`config.mk`:
```
export PLATFORM = sky130hd
export DESIGN_NAME = riscv_mmio_uart_flat
export DESIGN_NICKNAME = d
export VERILOG_FILES = /design/src/rtl/riscv_mmio_uart_if.sv /design/src/rtl/riscv_mmio_uart.sv /design/src/flat_wrapper.sv
export SDC_FILE = /design/constraint.sdc
export NUM_CORES = 1
export LEC_CHECK = 0
export ABC_CLOCK_PERIOD_IN_PS = 4000
export CELL_PAD_IN_SITES_DETAIL_PLACEMENT = 0
export CELL_PAD_IN_SITES_GLOBAL_PLACEMENT = 2
export CORE_AREA = 4 4 171 173
export CTS_CLUSTER_DIAMETER = 150
export DETAILED_ROUTE_END_ITERATION = 16
export DIE_AREA = 0 0 175 177
export GPL_ROUTABILITY_DRIVEN = 0
export PLACE_DENSITY = 0.81
export SLEW_MARGIN = 20
export SYNTH_ARGS = -nofsm -noshare
export SYNTH_HDL_FRONTEND = slang
export SYNTH_SLANG_ARGS = --single-unit
```
`constraint.sdc`:
```
create_clock -name clk -period 4 [get_ports clk]
set_input_delay 0.8 -clock clk [delete_from_list [all_inputs] [get_ports clk]]
set_output_delay 0.8 -clock clk [all_outputs]
set_load 0.005 [all_outputs]
```
`src/rtl/riscv_mmio_uart_if.sv`:
```
// Load/store port between the Riscv151 datapath and its memory-mapped I/O block.
// The core drives the request side; the I/O block returns registered load data.
interface riscv_mmio_uart_if;
  logic [31:0] io_addr;
  logic        io_re;
  logic        io_we;
  logic [31:0] io_wdata;
  logic [3:0]  io_wbe;
  logic [31:0] io_rdata;

  modport master (
    output io_addr, io_re, io_we, io_wdata, io_wbe,
    input  io_rdata
  );

  modport slave (
    input  io_addr, io_re, io_we, io_wdata, io_wbe,
    output io_rdata
  );
endinterface

```
`src/rtl/riscv_mmio_uart.sv`:
```
// MMIO controller for the Riscv151 core: UART RX/TX byte FIFOs, a sticky TX-drop
// flag, and free-running cycle / retired-instruction counters.
module riscv_mmio_uart #(
  parameter int          RX_DEPTH = 8,
  parameter int          TX_DEPTH = 8,
  parameter logic [31:0] IO_BASE  = 32'h8000_0000
) (
  input  logic                 clk,
  input  logic                 rst,
  riscv_mmio_uart_if.slave     io,
  input  logic                 instr_retired,
  input  logic [7:0]           rx_data,
  input  logic                 rx_valid,
  output logic                 rx_ready,
  output logic [7:0]           tx_data,
  output logic                 tx_valid,
  input  logic                 tx_ready
);

  localparam int RX_AW = $clog2(RX_DEPTH);
  localparam int TX_AW = $clog2(TX_DEPTH);
  localparam logic [RX_AW:0] RX_FULL_CNT = (RX_AW + 1)'(RX_DEPTH);
  localparam logic [TX_AW:0] TX_FULL_CNT = (TX_AW + 1)'(TX_DEPTH);

  localparam logic [7:0] OFF_STATUS = 8'h00;
  localparam logic [7:0] OFF_RXDATA = 8'h04;
  localparam logic [7:0] OFF_TXDATA = 8'h08;
  localparam logic [7:0] OFF_CYCLES = 8'h10;
  localparam logic [7:0] OFF_INSTRS = 8'h14;
  localparam logic [7:0] OFF_CNTRST = 8'h18;

  // ---------------------------------------------------------------- decode
  logic       in_window;
  logic [7:0] offset;
  logic       rd_rxdata;
  logic       wr_status_clr;
  logic       wr_txdata;
  logic       wr_cntrst;

  assign in_window     = (io.io_addr[31:28] == IO_BASE[31:28]);
  assign offset        = io.io_addr[7:0];
  assign rd_rxdata     = io.io_re && in_window && (offset == OFF_RXDATA);
  assign wr_status_clr = io.io_we && in_window && (offset == OFF_STATUS)
                         && io.io_wbe[0] && io.io_wdata[2];
  assign wr_txdata     = io.io_we && in_window && (offset == OFF_TXDATA) && io.io_wbe[0];
  assign wr_cntrst     = io.io_we && in_window && (offset == OFF_CNTRST);

  logic unused_bits;
  assign unused_bits = &{1'b0, io.io_addr[27:8], io.io_wdata[31:8], io.io_wbe[3:1]};

  // ---------------------------------------------------------------- RX FIFO
  logic [7:0]       rx_mem [RX_DEPTH];
  logic [RX_AW-1:0] rx_wr_ptr;
  logic [RX_AW-1:0] rx_rd_ptr;
  logic [RX_AW:0]   rx_count;
  logic             rx_full;
  logic             rx_nonempty;
  logic             rx_push;
  logic             rx_pop;

  assign rx_full     = (rx_count == RX_FULL_CNT);
  assign rx_nonempty = (rx_count != '0);
  assign rx_ready    = !rx_full;
  assign rx_push     = rx_valid && !rx_full;
  // Pop is qualified by the registered occupancy, so a read on an empty FIFO
  // never consumes a byte arriving in the same cycle.
  assign rx_pop      = rd_rxdata && rx_nonempty;

  always_ff @(posedge clk) begin
    if (rx_push) begin
      rx_mem[rx_wr_ptr] <= rx_data;
    end
  end

  always_ff @(posedge clk) begin
    if (rst) begin
      rx_wr_ptr <= '0;
      rx_rd_ptr <= '0;
      rx_count  <= '0;
    end else begin
      if (rx_push) begin
        rx_wr_ptr <= rx_wr_ptr + RX_AW'(1);
      end
      if (rx_pop) begin
        rx_rd_ptr <= rx_rd_ptr + RX_AW'(1);
      end
      case ({rx_push, rx_pop})
        2'b10:   rx_count <= rx_count + (RX_AW + 1)'(1);
        2'b01:   rx_count <= rx_count - (RX_AW + 1)'(1);
        default: rx_count <= rx_count;
      endcase
    end
  end

  // ---------------------------------------------------------------- TX FIFO
  logic [7:0]       tx_mem [TX_DEPTH];
  logic [TX_AW-1:0] tx_wr_ptr;
  logic [TX_AW-1:0] tx_rd_ptr;
  logic [TX_AW:0]   tx_count;
  logic             tx_full;
  logic             tx_push;
  logic             tx_pop;
  logic             tx_drop_set;
  logic             tx_drop;

  assign tx_full     = (tx_count == TX_FULL_CNT);
  assign tx_valid    = (tx_count != '0);
  assign tx_data     = tx_mem[tx_rd_ptr];
  assign tx_pop      = tx_valid && tx_ready;
  // Fullness is the registered occupancy: a pop in the same cycle does not make room.
  assign tx_push     = wr_txdata && !tx_full;
  assign tx_drop_set = wr_txdata && tx_full;

  always_ff @(posedge clk) begin
    if (tx_push) begin
      tx_mem[tx_wr_ptr] <= io.io_wdata[7:0];
    end
  end

  always_ff @(posedge clk) begin
    if (rst) begin
      tx_wr_ptr <= '0;
      tx_rd_ptr <= '0;
      tx_count  <= '0;
      tx_drop   <= 1'b0;
    end else begin
      if (tx_push) begin
        tx_wr_ptr <= tx_wr_ptr + TX_AW'(1);
      end
      if (tx_pop) begin
        tx_rd_ptr <= tx_rd_ptr + TX_AW'(1);
      end
      case ({tx_push, tx_pop})
        2'b10:   tx_count <= tx_count + (TX_AW + 1)'(1);
        2'b01:   tx_count <= tx_count - (TX_AW + 1)'(1);
        default: tx_count <= tx_count;
      endcase
      if (tx_drop_set) begin
        tx_drop <= 1'b1;
      end else if (wr_status_clr) begin
        tx_drop <= 1'b0;
      end
    end
  end

  // ---------------------------------------------------------------- counters
  logic [31:0] cycle_count;
  logic [31:0] instr_count;

  always_ff @(posedge clk) begin
    if (rst || wr_cntrst) begin
      cycle_count <= '0;
      instr_count <= '0;
    end else begin
      cycle_count <= cycle_count + 32'd1;
      if (instr_retired) begin
        instr_count <= instr_count + 32'd1;
      end
    end
  end

  // ---------------------------------------------------------------- read path
  logic [31:0] rd_value;
  logic [31:0] rdata_q;

  always_comb begin
    rd_value = '0;
    if (in_window) begin
      case (offset)
        OFF_STATUS: rd_value = {29'b0, tx_drop, rx_nonempty, !tx_full};
        OFF_RXDATA: rd_value = rx_nonempty ? {24'b0, rx_mem[rx_rd_ptr]} : 32'b0;
        OFF_CYCLES: rd_value = cycle_count;
        OFF_INSTRS: rd_value = instr_count;
        default:    rd_value = '0;
      endcase
    end
  end

  always_ff @(posedge clk) begin
    if (rst) begin
      rdata_q <= '0;
    end else begin
      rdata_q <= io.io_re ? rd_value : 32'b0;
    end
  end

  assign io.io_rdata = rdata_q;

endmodule
```
`src/flat_wrapper.sv`:
```
// flat-port wrapper written by rule: the top's interface ports become plain ports
module riscv_mmio_uart_flat 
#(
  parameter int          RX_DEPTH = 8,
  parameter int          TX_DEPTH = 8,
  parameter logic [31:0] IO_BASE  = 32'h8000_0000
)
  (clk, rst, instr_retired, rx_data, rx_valid, rx_ready, tx_data, tx_valid, tx_ready, io_io_addr, io_io_re, io_io_we, io_io_wdata, io_io_wbe, io_io_rdata);
  riscv_mmio_uart_if io_i ();
  input  logic clk;
  input  logic rst;
  input  logic instr_retired;
  input  logic [7:0] rx_data;
  input  logic rx_valid;
  output logic rx_ready;
  output logic [7:0] tx_data;
  output logic tx_valid;
  input  logic tx_ready;
  input wire logic [$bits(io_i.io_addr)-1:0] io_io_addr;
  input wire logic [$bits(io_i.io_re)-1:0] io_io_re;
  input wire logic [$bits(io_i.io_we)-1:0] io_io_we;
  input wire logic [$bits(io_i.io_wdata)-1:0] io_io_wdata;
  input wire logic [$bits(io_i.io_wbe)-1:0] io_io_wbe;
  output wire logic [$bits(io_i.io_rdata)-1:0] io_io_rdata;
  assign io_i.io_addr = io_io_addr;
  assign io_i.io_re = io_io_re;
  assign io_i.io_we = io_io_we;
  assign io_i.io_wdata = io_io_wdata;
  assign io_i.io_wbe = io_io_wbe;
  assign io_io_rdata = io_i.io_rdata;
  riscv_mmio_uart #(.RX_DEPTH(RX_DEPTH), .TX_DEPTH(TX_DEPTH), .IO_BASE(IO_BASE)) u_core (.clk(clk), .rst(rst), .io(io_i), .instr_retired(instr_retired), .rx_data(rx_data), .rx_valid(rx_valid), .rx_ready(rx_ready), .tx_data(tx_data), .tx_valid(tx_valid), .tx_ready(tx_ready));
endmodule
```
Yosys cells after proc, flatten, opt, wreduce, memory -nomap -nowiden
Memories as Yosys holds them, arrays and structs flattened. A register that Yosys moved wholly into a read port is not among the register bits.
Cells that the tools add are included.
{"block": "op_classes", "bitwise": 2, "muxes": 14, "n_reduce_logical": 24, "eq_ne": 12, "addsub": 10}
{"cell": "case mux 32 bit (4 select lines)", "count": 1}
{"cell": "adder 32 x 1 -> 32 bit, second input constant", "count": 2}
{"cell": "== test 8 x 5 -> 1 bit, second input constant", "count": 3}
{"cell": "case mux 4 bit (2 select lines)", "count": 2}
{"cell": "logical AND 1 bit", "count": 14}
{"cell": "adder 3 x 1 -> 3 bit, second input constant", "count": 4}
{"cell": "== test 4 bit, second input constant", "count": 3}
{"cell": "2-to-1 mux 3 bit", "count": 4}
{"cell": "adder 4 x 1 -> 4 bit, second input constant", "count": 2}
{"cell": "== test 8 x 3 -> 1 bit, second input constant", "count": 1}
{"cell": "== test 8 x 4 -> 1 bit, second input constant", "count": 1}
{"cell": "logical NOT 8 bit", "count": 1}
{"cell": "2-to-1 mux 8 bit", "count": 1}
{"cell": "nonzero test 4 bit", "count": 2}
{"cell": "subtractor 4 x 1 -> 4 bit, second input constant", "count": 2}
{"cell": "2-to-1 mux 1 bit", "count": 6}
{"cell": "nonzero test 2 bit", "count": 3}
{"cell": "== test 2 x 1 -> 1 bit, second input constant", "count": 2}
{"cell": "== test 2 bit, second input constant", "count": 2}
{"cell": "OR reduction 3 bit", "count": 1}
{"cell": "logical NOT 1 bit", "count": 2}
{"cell": "inverter 1 bit", "count": 2}
{"cell": "logical OR 1 bit", "count": 1}
{"block": "totals", "output_inout_bits": 42, "wordCells": 74, "in_bits": 83, "regBits": 117, "n_memories": 2, "mem_bits_rw": 128}
{"memory": "u_core.rx_mem", "depth": 8, "word_bits": 8, "rd": 1, "rd_ports_with_merged_regs": 1, "wr": 1, "line_no": "riscv_mmio_uart.sv:52", "rtl": "logic [7:0] rx_mem [RX_DEPTH];"}
{"memory": "u_core.tx_mem", "depth": 8, "word_bits": 8, "rd": 1, "rd_ports_with_merged_regs": 1, "wr": 1, "line_no": "riscv_mmio_uart.sv:96", "rtl": "logic [7:0] tx_mem [TX_DEPTH];"}

Depth between registers and ports, before layout
{"block": "depth", "word_depth": 7, "depth_mapped": 12, "ltp_nobuf": 10}

Worst setup path after synthesis
No wires, ideal clock.
{"block": "synth_path", "path_kind": "in2reg", "startpoint": "in io_io_addr[1]", "endpoint": "reg u_core.rx_count[2]", "n_path_buf": 0, "required_ns": 3.930, "stages": 10, "setup_slack_ns": 0.652, "arrival_ns": 3.277, "setup_ns": 0.070, "path_cell_list": "or3_1 -> or4_4 -> nor2_1 -> ha_1 -> xor2_1 -> ha_1 -> a21oi_1 -> xor2_1 -> or3_1 -> a21oi_1"}
{"block": "synth_between", "elab_chain_len": 5, "word_cells_on_any_way": 7, "classes_between": "3 x eq/ne; 1 x mux; 3 x reduce/logical"}
{"item": "start, declared", "line_no": "flat_wrapper.sv:19", "rtl": "input wire logic [$bits(io_i.io_addr)-1:0] io_io_addr;"}
{"item": "== test 8 x 3 -> 1 bit (*)", "line_no": "riscv_mmio_uart.sv:42", "rtl": "assign rd_rxdata = io.io_re && in_window && (offset == OFF_RXDATA);"}
{"item": "logical AND 1 bit (*)", "line_no": "riscv_mmio_uart.sv:42"}
{"item": "logical AND 1 bit (*)", "line_no": "riscv_mmio_uart.sv:67", "rtl": "assign rx_pop = rd_rxdata && rx_nonempty;"}
{"item": "via u_core.rx_pop", "line_no": "riscv_mmio_uart.sv:59", "rtl": "logic rx_pop;"}
{"item": "== test 2 x 1 -> 1 bit / == test 2 bit (equally long branches)", "line_no": "riscv_mmio_uart.sv:87", "rtl": "case ({rx_push, rx_pop})"}
{"item": "case mux 4 bit (2 select lines) / nonzero test 2 bit (equally long branches)"}
{"item": "end signal, assigned", "line_no": "riscv_mmio_uart.sv:88", "rtl": "2'b10: rx_count <= rx_count + (RX_AW + 1)'(1);"}
{"item": "end signal, assigned", "line_no": "riscv_mmio_uart.sv:89", "rtl": "2'b01: rx_count <= rx_count - (RX_AW + 1)'(1);"}
{"item": "end signal, assigned", "line_no": "riscv_mmio_uart.sv:90", "rtl": "default: rx_count <= rx_count;"}
{"item": "end, declared", "line_no": "riscv_mmio_uart.sv:55", "rtl": "logic [RX_AW:0] rx_count;"}
The timed path passes the listed nets; every way through them passes the cells marked *.
A chain may end at the register's enable or synchronous reset.

==> run metrics <==
sw frac 20.2%; number of CTS-inserted buffers 28; die area 0.0310 sq mm; htree depth 1; Clock Skews 0.0184 ns; dominant cell type by area after synthesis sky130_fd_sc_hd__edfxtp_1; Worst-Margin Slew 0.993 ns; Placement Rows 61; list of most frequent post-synthesis cells sky130_fd_sc_hd__edfxtp_1 (128), sky130_fd_sc_hd__dfxtp_1 (123), sky130_fd_sc_hd__nor2_1 (65), sky130_fd_sc_hd__nand2_1 (48), sky130_fd_sc_hd__a21oi_1 (42); nets@finish 1021; Initial DRT Pass Iterations 5; Cell variety after synth 53; post-placement worst setup slack 0.185 ns; HPWL reported at the end of detailed placement 15100 um; total global routing overflow 0; portion of the post-synthesis area used by sequential elements 60.2%; combinational cell fraction of total power 2.6%; Tmin final 3.28 ns; Clock Sink Count 251; final antenna-violating net count 0; cells along the critical path mux4_2, mux2_2, clkdlybuf4s50_1; most frequently used cell type in the post-synthesis netlist sky130_fd_sc_hd__edfxtp_1; pin count of the biggest net entering global routing 50; insertion delay to the later sink of the worst-skew pair 0.54 ns; first-pass GRT wire length 36900 um; maximum vdd ir drop 0.285 mV; buffer and inverter count on the worst path 1; PnR Total Power 5.73 mW; global-route usage over all layers 14.7%; synth top area cells sky130_fd_sc_hd__edfxtp_1 (37%), sky130_fd_sc_hd__dfxtp_1 (24%), sky130_fd_sc_hd__mux4_2 (6.9%); die span in y 177 um; Final Worst Setup Slack 0.717 ns; routed vias 6963; Synth Cell Area 0.0105 sq mm; slowest stage cell, crit path sky130_fd_sc_hd__dfxtp_1; post-CTS clock slew at the launch and capture registers of the worst setup and hold paths 0.06 ns; family with the most delay on the worst path flip-flops; required time of the worst setup path 3.20 ns; data arrival time of the worst path 2.48 ns; switching power summed over all nets 1.16 mW; clock tree from TritonCTS done; Post-Route Hold Slack 0.466 ns; initial antenna violation count 1; Area after DPL 0.0118 sq mm; achievable frequency 305 MHz; setup total negative slack 0 ns; largest incremental delay on the critical path 0.80 ns; fraction of final layout cells with drive strength greater than 1 14.5%; startpoint type of the worst setup path flop; starting density of the core 37.9%; overall die width 175 um; cell count after synthesis 837; cts repair resizes 0; number of global-route vias before repair 6826; top flip-flop cell by instance count after synthesis sky130_fd_sc_hd__edfxtp_1; final design instance area without fill 0.0128 sq mm; fraction of registers with async set or reset after synthesis 0%; number of synthesized register bits 251; I/O pin cnt 125; total routed wirelength 22800 um; count of unresolved DRC violations after routing 0; fillcell total 2552; routed len/inst 17.2 um; mean instance size in the synthesized netlist 12.5 sq um; Core Footprint 0.0276 sq mm; nature of the critical path endpoint output pin; Synth Net Count 932; share of Yosys cell area claimed by the top area cell type 36.7%; worst hold path class flop to flop; Final Setup Violations 0; status finished clean; Clock Tree Root sky130_fd_sc_hd__clkbuf_16; number of DRC violations after detailed-routing iteration 0 493; Worst Setup Path Type flop to output pin; CP max FO 16; count of buffers added by post-CTS timing repair for setup 0; Hold Fails Final Rpt 0; Syn-to-layout area delta 22.2%; Max Transition Viols Final 0; Leak 4.06 nW; Synth Warn # 0; Bufs on Longest Clock Path 3; Period Utilization, post-route 82.1%; P per Cell Area 448 mW/mm^2; routed via count divided by cell count 5.25; number of antenna repair diodes 0; Relative slew margins 33.8%; total of hold buffers inserted after clock tree synthesis 0; unrepaired setup endpoints after global routing false; relative contribution of the clock network to total power 49.5%; sequential group share of total power 47.9%; Internal Pwr Total 4.58 mW; maximum capacitance violations 0; # port buffers 77; Post-synth EDFFs 128
[per-stage QoR]
step | util, % | cells
after detailed placement | 42.5 | 1274
after floorplan | - | 837
final | 46.3 | 1326
after global routing | 46.3 | 1326
after CTS | 46.3 | 1326
after global placement | 42.5 | 1274
[power groups by stage]
| stage | Clock, mW | Combinational (mW) | Sequential, mW |
|---|---|---|---|
| 2_1_floorplan | 0 | 0.0746 | 2.79 |
| 3_3_place_gp | 0 | 0.151 | 2.80 |
| 3_5_place_dp | 0 | 0.153 | 2.80 |
| 4_1_cts | 2.91 | 0.153 | 2.75 |
| 5_1_grt | 3.02 | 0.167 | 2.75 |
| 6_report | 2.84 | 0.151 | 2.75 |
[registers in the layout, indices dropped and copies added, names as in the netlist, named ones only]
name	cells
u_core.cycle_count	32
u_core.instr_count	32
u_core.io.io_rdata	32
u_core.rx_count	4
u_core.rx_mem	64
u_core.rx_rd_ptr	3
u_core.rx_wr_ptr	3
u_core.tx_count	4
u_core.tx_drop	1
u_core.tx_mem	64
u_core.tx_rd_ptr	3
u_core.tx_wr_ptr	3
[metal layers]
layer | vias to the layer above | part of all wire [%] | track usage (%)
met3 | 30 | 5.0 | 2.56
li1 | 3380 | - | -
met5 | - | 0.057 | 0
met4 | 2 | 1.4 | 3.40
met1 | 3402 | 47 | 20.6
met2 | 149 | 46 | 24.1
[worst paths after layout]
path | startpoint | end | slack (ns) | cells after the start
setup / recovery | flop | tx_data[2] | 0.72 | 3
hold / removal | u_core.tx_drop$_SDFFE_PP0P_ | u_core.tx_drop$_SDFFE_PP0P_ | 0.47 | 2
setup reg to reg | u_core.rx_count[0]$_SDFFE_PP0P_ | u_core.rx_count[3]$_SDFFE_PP0P_ | 1.31 | 9
hold reg to reg | u_core.tx_drop$_SDFFE_PP0P_ | u_core.tx_drop$_SDFFE_PP0P_ | 0.47 | 2
[cells in the final DEF, fill, tap and decap left out, types with 29 or more instances in the layout]
| master | count |
|---|---|
| sky130_fd_sc_hd__nand2_1 | 48 |
| sky130_fd_sc_hd__clkbuf_16 | 29 |
| sky130_fd_sc_hd__mux4_2 | 32 |
| sky130_fd_sc_hd__clkdlybuf4s50_1 | 77 |
| sky130_fd_sc_hd__a21oi_1 | 42 |
| sky130_fd_sc_hd__nand3_1 | 33 |
| sky130_fd_sc_hd__nor2_1 | 65 |
| sky130_fd_sc_hd__edfxtp_1 | 128 |
| sky130_fd_sc_hd__dfxtp_1 | 123 |
| sky130_fd_sc_hd__mux2i_1 | 29 |
| sky130_fd_sc_hd__buf_4 | 29 |
[layout make-up]
cell class / instances / area (sq um) / area share [%]
Multi-Input combinational cell: 531 / 3960 / 30.9
Inverter: 8 / 30.0 / 0.235
Tap cell: 378 / 473 / 3.70
Clock inverter: 22 / 314 / 2.45
Timing Repair Buffer: 106 / 988 / 7.72
Clock buffer: 30 / 729 / 5.70
Sequential cell: 251 / 6310 / 49.3
[cell families (layout without fill, tap and decap cells)]
family | after synthesis | in the layout | share of synthesized area, %
flops | 251 | 251 | 60.2
fa+ha+maj | 12 | 12 | 1.43
xor+xnor | 30 | 30 | 2.51
compound gates | 117 | 117 | 7.07
simple gates | 298 | 298 | 15.5
mux | 74 | 74 | 11.1
buf+inv | 55 | 166 | 2.19
[worst min-delay path, cell delays in order, from the launching register on]
cell and delay [ns]:
sky130_fd_sc_hd__dfxtp_1 0.31, sky130_fd_sc_hd__o41ai_1 0.05, sky130_fd_sc_hd__a21oi_1 0.05
No activity file was read; power rests on OpenSTA's default activity.
